## src/rtl/simon_pkg.sv

```systemverilog
// Shared types for the colour game: colour codes, entry-capture states and
// helpers that turn a switch vector into a colour.
package simon_pkg;

  typedef enum logic [1:0] {
    RED    = 2'd0,
    GREEN  = 2'd1,
    BLUE   = 2'd2,
    YELLOW = 2'd3
  } colour_t;

  localparam int MAX_ROUND = 33;

  typedef enum logic [2:0] {
    ST_IDLE,
    ST_WAIT_PRESS,
    ST_DB_PRESS,
    ST_WAIT_RELEASE,
    ST_DB_RELEASE,
    ST_DONE
  } entry_state_t;

  function automatic logic is_onehot(input logic [3:0] v);
    return (v != 4'd0) && ((v & (v - 4'd1)) == 4'd0);
  endfunction

  function automatic colour_t encode_colour(input logic [3:0] v);
    colour_t c;
    c = RED;
    for (int i = 0; i < 4; i++) begin
      if (v[i]) c = colour_t'(i[1:0]);
    end
    return c;
  endfunction

endpackage

```

## src/rtl/player_entry_capture_if.sv

```systemverilog
// Bundle between the game controller and the player entry capture block.
interface player_entry_capture_if #(
  parameter int IDX_W = 6
);
  logic             player_turn;
  logic [IDX_W-1:0] round_len;
  logic [3:0]       player_input;
  logic [1:0]       colour_o;
  logic             colour_valid;
  logic [IDX_W-1:0] entry_idx;
  logic             done;
  logic             timeout;
  logic             multi_err;

  modport master (
    output player_turn, round_len, player_input,
    input  colour_o, colour_valid, entry_idx, done, timeout, multi_err
  );

  modport slave (
    input  player_turn, round_len, player_input,
    output colour_o, colour_valid, entry_idx, done, timeout, multi_err
  );
endinterface

```

## src/rtl/player_entry_capture_debounce_vec.sv

```systemverilog
// Two-flop synchroniser plus a shared stability counter for a switch vector.
// changed pulses once each time a vector has been held for CYCLES samples.
module debounce_vec #(
  parameter int W      = 4,
  parameter int CYCLES = 500_000
) (
  input  logic         clk,
  input  logic         reset,
  input  logic [W-1:0] raw,
  output logic [W-1:0] synced,
  output logic [W-1:0] stable,
  output logic         changed
);
  localparam int              CNT_W   = $clog2(CYCLES + 1);
  localparam logic [CNT_W-1:0] CNT_MAX = CNT_W'(CYCLES);

  logic [W-1:0]     sw_p0, sw_p1, cand;
  logic [CNT_W-1:0] cnt;

  // Counter starts saturated so the all-zero reset value is not re-announced.
  always_ff @(posedge clk) begin
    if (reset) begin
      sw_p0   <= '0;
      sw_p1   <= '0;
      cand    <= '0;
      cnt     <= CNT_MAX;
      stable  <= '0;
      changed <= 1'b0;
    end else begin
      sw_p0   <= raw;
      sw_p1   <= sw_p0;
      changed <= 1'b0;
      if (sw_p1 != cand) begin
        cand <= sw_p1;
        cnt  <= CNT_W'(1);
      end else if (cnt != CNT_MAX) begin
        cnt <= cnt + CNT_W'(1);
        if (cnt == CNT_MAX - CNT_W'(1)) begin
          stable  <= cand;
          changed <= 1'b1;
        end
      end
    end
  end

  assign synced = sw_p1;

endmodule

```

## src/rtl/player_entry_capture.sv

```systemverilog
// Player reply capture: debounced one-hot switch presses become colour entries,
// with timeout, multi-switch and round-complete pulses for the game FSM.
module player_entry_capture
  import simon_pkg::*;
#(
  parameter int DEBOUNCE_CYCLES = 500_000,
  parameter int TIMEOUT_CYCLES  = 150_000_000,
  parameter int IDX_W           = 6
) (
  input  logic                   clk,
  input  logic                   reset,
  player_entry_capture_if.slave  bus
);
  localparam int               TIM_W    = $clog2(TIMEOUT_CYCLES);
  localparam logic [TIM_W-1:0] TIM_LAST = TIM_W'(TIMEOUT_CYCLES - 1);

  entry_state_t     state, state_n;
  logic             turn_q;
  logic [TIM_W-1:0] timer, timer_n;
  logic [IDX_W-1:0] idx, idx_n, rlen, rlen_n;
  logic [1:0]       colour_n;
  logic             valid_n, done_n, timeout_n, merr_n;
  logic [3:0]       synced, stable;
  logic             changed;

  function automatic logic [IDX_W-1:0] sat_idx_inc(input logic [IDX_W-1:0] v,
                                                   input logic [IDX_W-1:0] lim);
    return (v < lim) ? v + IDX_W'(1) : v;
  endfunction

  function automatic logic [TIM_W-1:0] sat_timer_inc(input logic [TIM_W-1:0] v);
    return (v == TIM_LAST) ? v : v + TIM_W'(1);
  endfunction

  debounce_vec #(
    .W      (4),
    .CYCLES (DEBOUNCE_CYCLES)
  ) u_db (
    .clk     (clk),
    .reset   (reset),
    .raw     (bus.player_input),
    .synced  (synced),
    .stable  (stable),
    .changed (changed)
  );

  always_comb begin
    state_n   = state;
    timer_n   = timer;
    idx_n     = idx;
    rlen_n    = rlen;
    colour_n  = 2'd0;
    valid_n   = 1'b0;
    done_n    = 1'b0;
    timeout_n = 1'b0;
    merr_n    = 1'b0;
    if (!bus.player_turn) begin
      state_n = ST_IDLE;
      timer_n = '0;
      idx_n   = '0;
      rlen_n  = '0;
    end else begin
      unique case (state)
        ST_IDLE: begin
          if (!turn_q) begin
            rlen_n  = bus.round_len;
            idx_n   = '0;
            timer_n = '0;
            // A switch already held at round start must be released first.
            if (bus.round_len == '0)  state_n = ST_DONE;
            else if (synced != 4'd0)  state_n = ST_WAIT_RELEASE;
            else                      state_n = ST_WAIT_PRESS;
          end
        end
        ST_WAIT_PRESS: begin
          if (synced != 4'd0) begin
            timer_n = sat_timer_inc(timer);
            state_n = ST_DB_PRESS;
          end else if (timer == TIM_LAST) begin
            timeout_n = 1'b1;
            state_n   = ST_IDLE;
          end else begin
            timer_n = sat_timer_inc(timer);
          end
        end
        ST_DB_PRESS: begin
          timer_n = sat_timer_inc(timer);
          if (changed && stable != 4'd0) begin
            if (is_onehot(stable)) begin
              valid_n  = 1'b1;
              colour_n = encode_colour(stable);
              idx_n    = sat_idx_inc(idx, rlen);
            end else begin
              merr_n = 1'b1;
            end
            state_n = ST_WAIT_RELEASE;
          end else if (synced == 4'd0) begin
            state_n = ST_WAIT_PRESS;
          end
        end
        ST_WAIT_RELEASE: begin
          if (synced == 4'd0) state_n = ST_DB_RELEASE;
        end
        ST_DB_RELEASE: begin
          if (changed && stable == 4'd0) begin
            if (idx == rlen) begin
              done_n  = 1'b1;
              state_n = ST_DONE;
            end else begin
              timer_n = '0;
              state_n = ST_WAIT_PRESS;
            end
          end else if (synced != 4'd0) begin
            state_n = ST_WAIT_RELEASE;
          end
        end
        ST_DONE: state_n = ST_DONE;
        default: state_n = ST_IDLE;
      endcase
    end
  end

  always_ff @(posedge clk) begin
    if (reset) begin
      state            <= ST_IDLE;
      turn_q           <= 1'b0;
      timer            <= '0;
      idx              <= '0;
      rlen             <= '0;
      bus.colour_o     <= 2'd0;
      bus.colour_valid <= 1'b0;
      bus.done         <= 1'b0;
      bus.timeout      <= 1'b0;
      bus.multi_err    <= 1'b0;
    end else begin
      state            <= state_n;
      turn_q           <= bus.player_turn;
      timer            <= timer_n;
      idx              <= idx_n;
      rlen             <= rlen_n;
      bus.colour_o     <= colour_n;
      bus.colour_valid <= valid_n;
      bus.done         <= done_n;
      bus.timeout      <= timeout_n;
      bus.multi_err    <= merr_n;
    end
  end

  assign bus.entry_idx = idx;

endmodule
```

## src/flat_wrapper.sv

```systemverilog
// flat-port wrapper written by rule: the top's interface ports become plain ports
module player_entry_capture_flat import simon_pkg::*;
#(
  parameter int DEBOUNCE_CYCLES = 500_000,
  parameter int TIMEOUT_CYCLES  = 150_000_000,
  parameter int IDX_W           = 6
)
  (clk, reset, bus_player_turn, bus_round_len, bus_player_input, bus_colour_o, bus_colour_valid, bus_entry_idx, bus_done, bus_timeout, bus_multi_err);
  player_entry_capture_if #(.IDX_W(IDX_W)) bus_i ();
  input  logic clk;
  input  logic reset;
  input wire logic [$bits(bus_i.player_turn)-1:0] bus_player_turn;
  input wire logic [$bits(bus_i.round_len)-1:0] bus_round_len;
  input wire logic [$bits(bus_i.player_input)-1:0] bus_player_input;
  output wire logic [$bits(bus_i.colour_o)-1:0] bus_colour_o;
  output wire logic [$bits(bus_i.colour_valid)-1:0] bus_colour_valid;
  output wire logic [$bits(bus_i.entry_idx)-1:0] bus_entry_idx;
  output wire logic [$bits(bus_i.done)-1:0] bus_done;
  output wire logic [$bits(bus_i.timeout)-1:0] bus_timeout;
  output wire logic [$bits(bus_i.multi_err)-1:0] bus_multi_err;
  assign bus_i.player_turn = bus_player_turn;
  assign bus_i.round_len = bus_round_len;
  assign bus_i.player_input = bus_player_input;
  assign bus_colour_o = bus_i.colour_o;
  assign bus_colour_valid = bus_i.colour_valid;
  assign bus_entry_idx = bus_i.entry_idx;
  assign bus_done = bus_i.done;
  assign bus_timeout = bus_i.timeout;
  assign bus_multi_err = bus_i.multi_err;
  player_entry_capture #(.DEBOUNCE_CYCLES(DEBOUNCE_CYCLES), .TIMEOUT_CYCLES(TIMEOUT_CYCLES), .IDX_W(IDX_W)) u_core (.clk(clk), .reset(reset), .bus(bus_i));
endmodule
```

## config.mk

```make
export PLATFORM = sky130hd
export DESIGN_NAME = player_entry_capture_flat
export DESIGN_NICKNAME = d
export VERILOG_FILES = /design/src/rtl/simon_pkg.sv /design/src/rtl/player_entry_capture_if.sv /design/src/rtl/player_entry_capture_debounce_vec.sv /design/src/rtl/player_entry_capture.sv /design/src/flat_wrapper.sv
export SDC_FILE = /design/constraint.sdc
export NUM_CORES = 1
export LEC_CHECK = 0
export ABC_AREA = 0
export CAP_MARGIN = 20
export CORE_AREA = 2 2 106 108
export DETAILED_ROUTE_END_ITERATION = 7
export DIE_AREA = 0 0 108 110
export GPL_TIMING_DRIVEN = 0
export PLACE_DENSITY_LB_ADDON = 0.25
export SLEW_MARGIN = 20
export SYNTH_ARGS = -nofsm -noshare
export SYNTH_HDL_FRONTEND = slang
export SYNTH_SLANG_ARGS = --single-unit
```

## constraint.sdc

```tcl
create_clock -name clk -period 2.25 [get_ports clk]
set_input_delay 0.225 -clock clk [delete_from_list [all_inputs] [get_ports clk]]
set_output_delay 0.225 -clock clk [all_outputs]
set_load 0.01 [all_outputs]
```

==> summary.txt, run 1 <==
Place
  • Placed cells: about 670
  • RD Place Congestion: around 0.87
  • DP HPWL: 6790 um
  • Placed inst area: between 4000 and 5000 um2
  • Port bufs: 24

Finish
  • Nets@finish: between 500 and 600
  • Diode count: 0
  • Design area: ~5000 um2
  • Final Instance Count excl. Fillers: 685
  • Area grow syn2layout: 17.8%
  • Fillers: 1,062
  • Commonest non-fill, non-tap cell in the layout: dfxtp_1
  • Share of post-route cells with drive strength above 1: 0.123
  • Final core occ: 0.467
  • Most frequent cells in the layout: 78 x dfxtp_1, 61 x nor2_1, 46 x nand2_1

STA
  • Fin. max-slew vios: 0
  • Fmax: roughly 470 MHz
  • Tcrit/Tclk final: 0.954
  • Tightest Pin Transition: roughly 0.71 ns
  • Min cycle time layout: ~2.1 ns
  • RSZ-0062 raised after global routing: true
  • Worst hold margin: between 0.4 and 0.5 ns
  • Max_slew headroom: 0.519
  • Final Hold Fails: 0
  • Skew final: 0.0107 ns
  • Final Setup Violations: 0

Logic synthesis
  • Mapped Cells: roughly 500
  • Yosys warns: 0
  • Yosys reg bits: 86
  • Share of flip-flops with an asynchronous set or reset: 0
  • Post-synth design cell area: between 4000 and 5000 um2
  • Register area share after synthesis: 0.406
  • Top_reg_cell synth: dfxtp_1
  • Yosys top cell by area: dfxtp_1
  • Main area contributors after synthesis: dfxtp_1 41%, xnor2_1 6.6%, nor2_1 5.4%
  • Synthesized area per cell: ~8.4 um2
  • Yosys top cell area share: 0.406
  • Number of synthesized flops with an enable pin: 0
  • Post-synth net total: approximately 530
  • Yosys cell types: 57

Global routing
  • Largest net degree at the start of global routing: 17
  • First-pass GRT wire length: between 15,000 and 20,000 um
  • Met2 global-route usage: 0.265
  • Global Route met1 Usage: 0.221
  • Initial antenna violation count: 0
  • GR peak layer: met2
  • Vias in the first global route: 3,463
  • GRT Overall Usage: 0.166
  • GRT Residual Overflow: 0
  • Met3 Usage GRT: 0.0347

Power
  • Power Dens Cells: 604 nW/um2
  • Clk pwr share: 0.373
  • Total leakage power: ~1.7 nW
  • Comb pwr share: 0.099
  • Share of power burned in registers: 0.528
  • Cell-internal power: about 2.2 mW
  • P_sw: 0.812 mW
  • Sw frac: 0.269
  • Peak supply drop: roughly 370 uV

Setup path
  • CP max FO: 10
  • Critical Path End Type: flip-flop
  • Reg2reg start: u_core.bus.entry_idx[5]
  • Crit start category: flip-flop
  • Worst EP required: around 2.5 ns
  • Worst Setup SP: u_core.bus.entry_idx[5]
  • Setup CP Type: reg2reg
  • CP arrival: between 2 and 2.5 ns

Detailed routing
  • WL/cell: between 10 and 15 um
  • Initial DRC count: approximately 170
  • Routed WL: between 9000 and 10,000 um
  • DRT Pass-1 Iters: 4
  • Via count: about 3,600
  • DRT antenna net count: 0
  • DR DRC count: 0
  • Vias per Instance: between 5 and 6

Die
  • Die Ht: 110 um
  • Initial core utilization: 0.396
  • Die width: 108 um
  • DIE AREA: between 10,000 and 15,000 um2
  • Row count: 38
  • Core Area: 10,700 um2
  • Top Ports: 25

Clocking
  • Clock Sinks: 86
  • Worst skew pair latency: between 0.3 and 0.4 ns
  • CTS Buf Count: 9
  • TritonCTS clock tree: done
  • Hold-fix buffers at CTS: 0
  • Clock transition at the registers of the reported paths: roughly 0.090 ns
  • Clock Path Buffers: 2
  • H-tree levels: 3
  • Root buf cell: clkbuf_8

Status
  • Run status: finished, final reports clean

Hold path
  • Hold path startpoint: bus_player_input[0]
  • Tightest Hold Check Type: in2reg

Job
  • Max Cap Viol: 0
[state kept, by name (all words and copies together) (netlist names), 2 cells and up]
name and flops:
u_core.u_db.cnt 19, u_core.state 3, u_core.timer 28, u_core.bus.colour_o 2, u_core.u_db.sw_p0 4, u_core.rlen 6
u_core.bus.entry_idx 6, u_core.u_db.cand 4, u_core.u_db.stable 4, u_core.u_db.synced 4
[critical path: stages (launching register included)]
cell and delay [ns]:
dfxtp_1 0.35, ha_1 0.32, nand4_1 0.16, o211ai_1 0.14, o22a_1 0.26, buf_6 0.17, or2_4 0.28, o311ai_2 0.27
nand2_1 0.08
[stage by stage]
step / total power [mW] / setup WS (ns) / TNS [ns]
CTS: 3.04 / 0.00172 / 0
finish: 3.02 / 0.104 / 0
global placement: 1.91 / -0.133 / -1.87
global route: 3.15 / -0.0285 / -0.151
floorplan: 1.82 / 0.212 / 0
detailed placement: 1.91 / -0.135 / -1.70
[power groups by stage]
stage                     sequential [mW]  combinational [mW]  clock (mW)
after global placement               1.63               0.281           0
after floorplan                      1.62               0.204           0
after CTS                            1.59               0.289        1.16
final                                1.59               0.298        1.13
after global routing                 1.60               0.332        1.22
after detailed placement             1.63               0.286           0
[path summary, 6_finish.rpt]
check | end | slack [ns] | cells after the start
setup / recovery | u_core.timer[20] | 0.10 | 8
hold / removal | u_core.u_db.sw_p0[0] | 0.41 | 2
setup reg to reg | u_core.timer[20] | 0.10 | 8
hold reg to reg | u_core.u_db.synced[0] | 0.45 | 1
[layout make-up]
type | instances | area, um2 | area share
multi-input cells | 375 | 2420 | 0.485
flip-flops and latches | 86 | 1730 | 0.347
repair buffers | 29 | 282 | 0.0564
well taps | 140 | 175 | 0.0351
clock buffers | 9 | 124 | 0.0248
plain buffers | 20 | 106 | 0.0213
clock inverters | 7 | 78.8 | 0.0158
inverters | 19 | 71.3 | 0.0143
[kinds of logic (layout without fill, tap and decap cells)]
kind of cell | Yosys count | in the layout | share of synthesized area
AO/OA/AOI/OAI | 69 | 69 | 0.100
XOR/XNOR | 39 | 39 | 0.0806
adder cells (fa/ha/maj) | 10 | 10 | 0.0295
buffers and inverters | 41 | 84 | 0.0446
flip-flops | 86 | 86 | 0.406
multiplexers | 7 | 7 | 0.0165
AND/OR/NAND/NOR | 250 | 250 | 0.323
[per-layer routing]
layer / vias to the layer above / wire length, um
met4: 0 / 173
met3: 17 / 420
met1: 1694 / 4580
met2: 84 / 4290
met5: - / 0
li1: 1836 / -
[Yosys cell counts (3+ instances only)]
cell type and number:
nor3_1 23, nand2_1 46, xnor2_1 32, a21oi_1 29, nand3_1 25, a21o_1 8, dfxtp_1 86, nor2b_1 14
buf_2 3, nor4_2 4, nand4b_1 5, nor2_1 61, nand4_1 15, a31oi_1 5, nor4_1 6, clkbuf_1 13
or3_1 7, inv_1 18, ha_1 10, and2_1 3, nor4b_1 4, buf_6 3, xor2_1 7, and3_1 6
or4_1 3, nor4b_2 5, mux2i_1 7, nand2b_1 7, o21ai_0 10
[repair_timing]
| action | 4_1_cts | 5_1_grt |
|---|---|---|
| resized for setup | 6 | 22 |
| endpoints found under the setup margin | 24 | 37 |
| pin swaps | 0 | 8 |
| cloned | 0 | 0 |
| setup buffers | 1 | 4 |
No activity file was read; power rests on OpenSTA's default activity.
==> run 2: changes to the inputs <==
--- a/config.mk
+++ b/config.mk
@@ -7,9 +7,9 @@
 export LEC_CHECK = 0
 export ABC_AREA = 0
 export CAP_MARGIN = 20
-export CORE_AREA = 2 2 106 108
+export CORE_AREA = 2 2 91 93
 export DETAILED_ROUTE_END_ITERATION = 7
-export DIE_AREA = 0 0 108 110
+export DIE_AREA = 0 0 93 95
 export GPL_TIMING_DRIVEN = 0
 export PLACE_DENSITY_LB_ADDON = 0.25
 export SLEW_MARGIN = 20
==> summary.txt, run 2 (synthesis gave the netlist of run 1 again) <==
Status
  • Run status: finished, final reports clean

Setup path
  • Worst EP required: roughly 2.5 ns
  • Setup CP Type: reg2reg
  • Reg2reg start: u_core.u_db.cnt[11]
  • Reg2Reg Setup Slack: 0.09 ns
  • Worst R2R End: u_core.u_db.stable[0]
  • Most used cell, CP: or4_4
  • CP arrival: ~2.4 ns
  • Worst r2r path cells: 7
  • Critical Path End Type: flip-flop
  • Worst path max stage delay: about 0.5 ns
  • Family with the most delay on the worst path: simple AND/OR/NAND/NOR gates
  • Critical path's slowest cell: or4_4
  • WP buf/inv: 1
  • Critical Path, Cell by Cell: nor4_2, nand4_1, or4_4, or4_4, buf_6, mux2i_1, nor2_1
  • Critical path depth: 7
  • Crit start category: flip-flop
  • CP max FO: 4

Place
  • Placed inst area: 4610 um2
  • RD Place Congestion: around 0.9
  • DP HPWL: 6510 um
  • Port bufs: 24

Global routing
  • Largest net degree at the start of global routing: 15
  • GRT Residual Overflow: 0
  • Initial antenna violation count: 0
  • Vias in the first global route: 3,412
  • GRT Overall Usage: 0.218
  • First-pass GRT wire length: about 15,000 um

STA
  • Final Setup Violations: 0
  • Min cycle time layout: ~2.2 ns
  • Max_slew headroom: 0.554
  • Tcrit/Tclk final: 0.959
  • Skew final: 0.0154 ns
  • Fin. max-slew vios: 0
  • Tightest Pin Transition: between 0.6 and 0.7 ns
  • Final Hold Fails: 0
  • Fmax: approximately 460 MHz

Clocking
  • Hold-fix buffers at CTS: 0
  • Clock transition at the registers of the reported paths: 0.08 ns
  • TritonCTS clock tree: done
  • CTS Buf Count: 9
  • Clock Sinks: 86
  • H-tree levels: 3
  • Clock Path Buffers: 2
  • Worst skew pair latency: approximately 0.37 ns
  • Root buf cell: clkbuf_8

Power
  • Share of power burned in registers: 0.519
  • Comb pwr share: 0.097
  • Peak supply drop: between 400 and 500 uV
  • Total leakage power: about 1.7 nW
  • Cell-internal power: 2.30 mW
  • Power Dens Cells: roughly 620 nW/um2
  • P_sw: roughly 0.77 mW
  • Clk pwr share: 0.385
  • Sw frac: 0.251

Finish
  • Share of post-route cells with drive strength above 1: 0.114
  • Commonest non-fill, non-tap cell in the layout: dfxtp_1
  • Biggest regs: u_core.timer: 28 flops, u_core.u_db.cnt: 19 flops
  • Design area: 4930 um2
  • Nets@finish: between 500 and 600
  • Reg with most FFs: u_core.timer
  • Most frequent cells in the layout: 80 x dfxtp_1, 61 x nor2_1, 46 x nand2_1
  • Area grow syn2layout: 16.2%
  • Max reg flops: 28
  • Final core occ: 0.622
  • Diode count: 0
  • Fillers: about 700

Detailed routing
  • Via count: approximately 3,600
  • DRT antenna net count: 0
  • WL/cell: roughly 14 um
  • DRT Pass-1 Iters: 4
  • Initial DRC count: 200
  • Vias per Instance: ~5.6
  • Routed WL: between 9000 and 10,000 um
  • DR DRC count: 0

Job
  • Max Cap Viol: 0

Die
  • Die width: between 90 and 100 um
  • Initial core utilization: 0.535
  • Row count: 33
  • Core Area: roughly 8000 um2
  • DIE AREA: between 8000 and 9000 um2
  • Top Ports: 25
  • Die Ht: roughly 95 um

Hold path
  • WHS Endpoint: u_core.u_db.sw_p0[1]
  • WHS Path Cells: 2
  • Hold path startpoint: bus_player_input[1]
  • Tightest Hold Check Type: in2reg
[run 2: cell type report]
type	count	area, um2	share of cell area
plain buffers	22	121	0.0246
clock buffers	10	128	0.0259
clock inverters	5	85.1	0.0173
inverters	19	71.3	0.0145
multi-input cells	375	2390	0.485
flip-flops and latches	86	1730	0.351
well taps	105	131	0.0267
repair buffers	28	270	0.0549
[run 2: power by group through the flow]
stage,clock (mW),combinational (mW),sequential (mW)
finish,1.18,0.297,1.59
detailed placement,0,0.284,1.63
global placement,0,0.277,1.63
CTS,1.19,0.287,1.59
global route,1.28,0.334,1.60
floorplan,0,0.204,1.62
[run 2: repair_timing]
| action | in CTS | in global routing |
|---|---|---|
| gates cloned | 0 | 0 |
| buffers inserted | 0 | 4 |
| gates resized for setup | 5 | 15 |
| setup endpoints to repair | 8 | 28 |
| pin swaps | 0 | 5 |
| endpoints found under the hold margin | 0 | 0 |
[run 2: how the worst max path moves through the flow]
stage / from / end / slack (ns)
floorplan: u_core.u_db.stable[3] / u_core.timer[20] / 0.21
global placement: reset / u_core.timer[15] / -0.06
detailed placement: reset / u_core.timer[15] / -0.08
CTS: u_core.u_db.cnt[7] / u_core.u_db.stable[0] / 0.008
global route: u_core.timer[0] / u_core.timer[5] / -0.008
finish: u_core.u_db.cnt[11] / u_core.u_db.stable[0] / 0.09
[run 2: per-stage QoR]
step	TNS, ns	setup slack, ns	total power [mW]	std cells	hold WS [ns]
after floorplan	0	0.212	1.82	502	0.297
after global placement	-0.642	-0.0640	1.90	631	0.422
after detailed placement	-0.924	-0.0823	1.91	631	0.424
after CTS	0	0.00819	3.07	646	0.409
after global routing	-0.00827	-0.00768	3.21	650	0.422
final	0	0.0917	3.07	650	0.408
[run 2: per-layer routing]
metal / up-vias / track usage / share of wire
li1: 1849 / - / -
met1: 1689 / 0.282 / 0.47
met2: 82 / 0.364 / 0.47
met3: 9 / 0.0391 / 0.052
met4: 0 / 0.0821 / 0.014
met5: - / 0 / 0
==> RTL change 1 (config.mk and constraints of run 2) <==
`IDX_W` is set to 6 in 3 places; all go to 7.
--- a/src/rtl/player_entry_capture_if.sv
+++ b/src/rtl/player_entry_capture_if.sv
@@ -1,6 +1,6 @@
 // Bundle between the game controller and the player entry capture block.
 interface player_entry_capture_if #(
-  parameter int IDX_W = 6
+  parameter int IDX_W = 7
 );
   logic             player_turn;
   logic [IDX_W-1:0] round_len;
--- a/src/rtl/player_entry_capture.sv
+++ b/src/rtl/player_entry_capture.sv
@@ -5,7 +5,7 @@
 #(
   parameter int DEBOUNCE_CYCLES = 500_000,
   parameter int TIMEOUT_CYCLES  = 150_000_000,
-  parameter int IDX_W           = 6
+  parameter int IDX_W           = 7
 ) (
   input  logic                   clk,
   input  logic                   reset,
--- a/src/flat_wrapper.sv
+++ b/src/flat_wrapper.sv
@@ -3,7 +3,7 @@
 #(
   parameter int DEBOUNCE_CYCLES = 500_000,
   parameter int TIMEOUT_CYCLES  = 150_000_000,
-  parameter int IDX_W           = 6
+  parameter int IDX_W           = 7
 )
   (clk, reset, bus_player_turn, bus_round_len, bus_player_input, bus_colour_o, bus_colour_valid, bus_entry_idx, bus_done, bus_timeout, bus_multi_err);
   player_entry_capture_if #(.IDX_W(IDX_W)) bus_i ();
Ports: changed (resized bus_entry_idx and bus_round_len); port bits go from 25 to 27. No check against the original RTL was run, so the function may have changed too.
==> RTL change 1 against run 2 <==
The flow now finishes with violations (negative setup slack). Cell area is 8.2% higher. Synthesized cell count is 5.4% higher. Wire length is 15% higher. Final cell count is 4.9% higher. Sequential cell count is 2 higher. First-iteration DRC count is 54% higher. Area after synthesis is 4.9% higher. Fmax is 6.2% lower. Die area stayed put. Hold slack worse by 0.0049 ns. Sequential share of layout area is 1.9 points lower. Setup slack worse by 0.14 ns. Power is 1.8% lower. Sequential power is 3% higher. Critical path type unchanged. Highest routed layer unchanged.
==> RTL change 1: results (changes against run 2) <==
* Wire per inst at 15.3 um (was 14.0 um)
* Synth area leaders: dfxtp_1 (40%), nor2_1 (4.4%), a31oi_1 (3.5%) (was dfxtp_1 (41%), xnor2_1 (6.6%), nor2_1 (5.4%))
* Number of buffers created by CTS at 9 (unchanged)
* WL met3 at 480 um (was 474 um)
* Drt first-iter violations at 308 (was 200)
* Max-cap viol count at 0 (unchanged)
* Peak supply drop at 0.000460 V (was 0.000427 V)
* Crit Path Max Fanout at 5 (was 4)
* Failing checks: negative setup slack
* Layout cells sized above 1 at 13.3% (was 11.4%)
* Final setup vio count at 7 (was 0)
* Final RePlAce weighted congestion at 0.906 (was 0.900)
* Fraction of registers with async set/reset at 0% (unchanged)
* WP data arrival at 2.60 ns (was 2.41 ns)
* Antenna cells at 0 (unchanged)
* Vias/cell at 5.99 (was 5.58)
* Max clock buf depth at 2 (unchanged)
* Clock skew after layout at 0.0176 ns (was 0.0154 ns)
* H-tree lvl count at 3 (unchanged)
* Met2 WL at 5040 um (was 4260 um)
* Syn nets at 554 (was 525)
* GRT Overall Usage at 23.7% (was 21.8%)
* Worst-margin pin slew at 0.851 ns (was 0.664 ns)
* Port bufs at 26 (was 24)
* HP Start: bus_player_input[1] (unchanged)
* Vias in the first global route at 3729 (was 3412)
* Status: finished, violations left (was completed)
* Initial antenna violation count at 0 (unchanged)
* Layout net count at 597 (was 564)
* Global-route wire length before repair at 17100 um (was 15500 um)
* Leak pwr at 1.88 nW (was 1.70 nW)
* Top sig layer: met4 (unchanged)
* Synth Warn # at 0 (unchanged)
* Worst hold path type: input pin to register (unchanged)
* Register area share after synthesis at 39.6% (was 40.6%)
* Clock latency on the worst-skew pair at 0.37 ns (about the same)
* Final Hold Viols at 0 (unchanged)
* Worst setup margin at -0.0508 ns (was 0.0917 ns)
* Crit. Startpoint: u_core.timer[18] (was u_core.u_db.cnt[11])
* Largest regs: u_core.timer x28, u_core.u_db.cnt x19 (unchanged)
* Cell variety after synth at 64 (was 57)
* DP HPWL at 7160 um (was 6510 um)
* Clk Tree Root Cell: clkbuf_8 (unchanged)
* Clock transition at path regs at 0.10 ns (was 0.08 ns)
* Pin count of the biggest net entering global routing at 18 (was 15)
* 1st-pass router iterations at 5 (was 4)
* Setup TNS at -0.179 ns (was 0 ns)
* Commonest cells post-synth: dfxtp_1 (88), nor2_1 (52), nand2_1 (36), nand3_1 (28), a21oi_1 (26) (was dfxtp_1 (86), nor2_1 (61), nand2_1 (46), xnor2_1 (32), a21oi_1 (29))
* M1 wire length at 4690 um (was 4230 um)
[RTL change 1: cell types whose count changed after synthesis, sizes merged, moves of 5 or more]
cell,delta
a31oi,+20
inv,+5
nor3,-6
nand2,-10
clkbuf,+7
o21ai,+8
or3,-6
nor2,-9
nor4b,-5
xnor2,-17
[RTL change 1: worst max-delay path, cell delays in order (launching register included)]
cell,delay [ns]
dfxtp_2,0.35
or4_4,0.53
or4_4,0.57
or2_1,0.24
buf_6,0.14
buf_6,0.11
a21o_1,0.14
a31oi_1,0.15
[RTL change 1: final cells by class]
cell class / instances / area, sq um
Clock inverter: 7 / 63.8
Timing Repair Buffer: 37 / 392
Clock buffer: 9 / 124
Multi-Input combinational cell: 387 / 2600
Tap cell: 105 / 131
Sequential cell: 88 / 1770
Inverter: 24 / 90.1
Fill cell: 656 / 2600
Buffer: 25 / 158
[RTL change 1: metrics by stage]
step / util (%) / worst slack, ns / std cells / area [sq um] / total power, W
after global placement: 61.1 / -0.546 / 660 / 4850 / 0.00195
after global routing: 67.3 / -0.132 / 682 / 5330 / 0.00313
after CTS: 66.0 / -0.0417 / 680 / 5230 / 0.00301
after detailed placement: 61.1 / -0.527 / 660 / 4850 / 0.00196
final: 67.3 / -0.0508 / 682 / 5330 / 0.00302
after floorplan: - / -0.0000104 / 529 / 4450 / 0.00187
[RTL change 1: per-layer routing]
layer  GRT usage [%]  up-vias
met1            30.7     1940
met5               0        -
met2            40.2      108
li1                -     2013
met3            3.27       23
met4            9.44        0
[RTL change 1: final timing paths]
check	endpoint	slack, ns	cells after the start
max	u_core.timer[7]	-0.05	7
min	u_core.u_db.sw_p0[1]	0.40	2
max reg2reg	u_core.timer[7]	-0.05	7
min reg2reg	u_core.u_db.synced[1]	0.45	1
[RTL change 1: kinds of logic after synthesis]
logic type / after synthesis / share of synthesized area, %
adder cells (fa/ha/maj): 12 / 3.32
XOR/XNOR: 23 / 4.53
AO/OA/AOI/OAI: 123 / 18.4
AND/OR/NAND/NOR: 221 / 26.4
flip-flops: 88 / 39.6
multiplexers: 8 / 1.80
buffers and inverters: 54 / 5.96
[RTL change 1: power by group]
group	leakage (nW)	switching [W]	internal, W
Clock	0.0899	0.000627	0.000424
Sequential	0.718	0.0000322	0.00160
Combinational	1.08	0.000198	0.000141
Total	1.88	0.000857	0.00216
[RTL change 1: timing repair]
item,CTS,global route
gates resized for setup,33,13
cloned,1,0
pin swaps,10,9
endpoints found under the setup margin,36,36
setup buffers,5,5
==> RTL change 2 (flow settings as in run 2) <==
Made on the original files. Re-encode `entry_state_t` (6 states) as one-hot, 6 bits wide.
--- a/src/rtl/simon_pkg.sv
+++ b/src/rtl/simon_pkg.sv
@@ -11,13 +11,13 @@
 
   localparam int MAX_ROUND = 33;
 
-  typedef enum logic [2:0] {
-    ST_IDLE,
-    ST_WAIT_PRESS,
-    ST_DB_PRESS,
-    ST_WAIT_RELEASE,
-    ST_DB_RELEASE,
-    ST_DONE
+  typedef enum logic [5:0] {
+    ST_IDLE         = 6'b000001,
+    ST_WAIT_PRESS   = 6'b000010,
+    ST_DB_PRESS     = 6'b000100,
+    ST_WAIT_RELEASE = 6'b001000,
+    ST_DB_RELEASE   = 6'b010000,
+    ST_DONE         = 6'b100000
   } entry_state_t;
 
   function automatic logic is_onehot(input logic [3:0] v);
Check against the original RTL: same outputs for any inputs over 4 cycles, from zero or initial values and one cycle with reset high; so few cycles prove little.
==> RTL change 2 against run 2 <==
The run now ends with negative setup slack left. Wire length increased by 33%. Combinational power rose by 50%. Cell area up 13%. Area after synthesis rose by 7.5%. Fmax shrank 8.1%. Sequential cell count is 3 higher. Setup slack got worse by 0.19 ns. Power rose by 5.9%.
==> RTL change 2: results (changes against run 2) <==
* DP HPWL at 7880 um (was 6510 um)
* Vias in the first global route at 4006 (was 3412)
* Fillers at 621 (was 697)
* Placed cell area at 4930 sq um (was 4610 sq um)
* Placed cells at 650 (was 631)
* Relative slew slack at 46.5% (was 55.4%)
* Final RePlAce weighted congestion at 0.905 (was 0.900)
* Layout net count at 596 (was 564)
* Global-route wire length before repair at 18500 um (was 15500 um)
* Seq cells post-synth at 89 (was 86)
* R2R Setup Slk at -0.1 ns (was 0.09 ns)
* Register cell area after layout at 1800 sq um (was 1730 sq um)
* Final setup vio count at 11 (was 0)
* #MultiIn Comb at 393 (was 375)
* R2R cell count at 6 (was 7)
* WP data arrival at 2.64 ns (was 2.41 ns)
* WL met3 at 898 um (was 474 um)
* Post-CTS setup buffers at 15 (was 0)
* Synth area leaders: dfxtp_1 (39%), nand3_1 (4.3%), nand2_1 (3.3%) (was dfxtp_1 (41%), xnor2_1 (6.6%), nor2_1 (5.4%))
* Worst setup margin at -0.0975 ns (was 0.0917 ns)
* Clock skew after layout at 0.00973 ns (was 0.0154 ns)
* Failing checks: negative setup slack
* Status: finished, violations left (was completed)
* Area Growth Syn to Fin at 22.1% (was 16.2%)
* Pin count of the biggest net entering global routing at 17 (was 15)
* Compound-Gate Fraction of Synth Area at 15.8% (was 10.0%)
* GRT Overall Usage at 26.1% (was 21.8%)
* Sw Pwr at 0.000905 W (was 0.000771 W)
* Synth Instances at 521 (was 502)
* Crit Path Max Fanout at 6 (was 4)
* Commonest cells post-synth: dfxtp_1 (89), nand2_1 (40), nand3_1 (39), nor2_1 (36), a21oi_1 (27) (was dfxtp_1 (86), nor2_1 (61), nand2_1 (46), xnor2_1 (32), a21oi_1 (29))
* Peak supply drop at 0.000460 V (was 0.000427 V)
* Drt first-iter violations at 371 (was 200)
* Leak pwr at 1.96 nW (was 1.70 nW)
* Met1 GRT Util at 33.1% (was 28.2%)
* Worst hold endpoint: u_core.u_db.sw_p0[2] (was u_core.u_db.sw_p0[1])
* Non-Clock Buffer Area Fraction at 10.5% (was 7.95%)
* Syn nets at 544 (was 525)
* Grt met2 use at 43.6% (was 36.4%)
* Finished Layout Cells at 683 (was 650)
* Clock network share of area at 3.78% (was 4.32%)
* Gate power share at 13.7% (was 9.7%)
* 1st-pass router iterations at 5 (was 4)
* Register area share after synthesis at 39.1% (was 40.6%)
* Crit. Startpoint: u_core.timer[3] (was u_core.u_db.cnt[11])
* Mux contribution to synthesized area at 3.35% (was 1.65%)
* Synth Area in XOR/XNOR at 4.42% (was 8.06%)
* Synth Area in Adders at 2.75% (was 2.95%)
* DP Worst Slack at -0.357 ns (was -0.0823 ns)
* Worst setup path end: u_core.timer[20] (was u_core.u_db.stable[0])
## RTL change 2: changes by cell type after synthesis, sizes merged, moves of 11 or more
| cell | change |
|---|---|
| o31ai | +14 |
| or4 | +12 |
| nand3 | +14 |
| nor2 | -26 |
| xnor2 | -22 |
| nor3 | -11 |
## RTL change 2: power groups by stage
stage               sequential [W]  combinational [W]  clock [W]
detailed placement         0.00168           0.000365          0
finish                     0.00165           0.000445    0.00116
CTS                        0.00165           0.000412    0.00117
global route               0.00165           0.000480    0.00125
floorplan                  0.00167           0.000258          0
global placement           0.00168           0.000359          0
## RTL change 2: worst max-delay path: stages, from the launching register on
cell and delay, ns:
dfxtp_1 0.44, nand4_1 0.19, buf_4 0.20, nor4_1 0.59
nand2_1 0.24, or4_4 0.47, a21oi_2 0.14
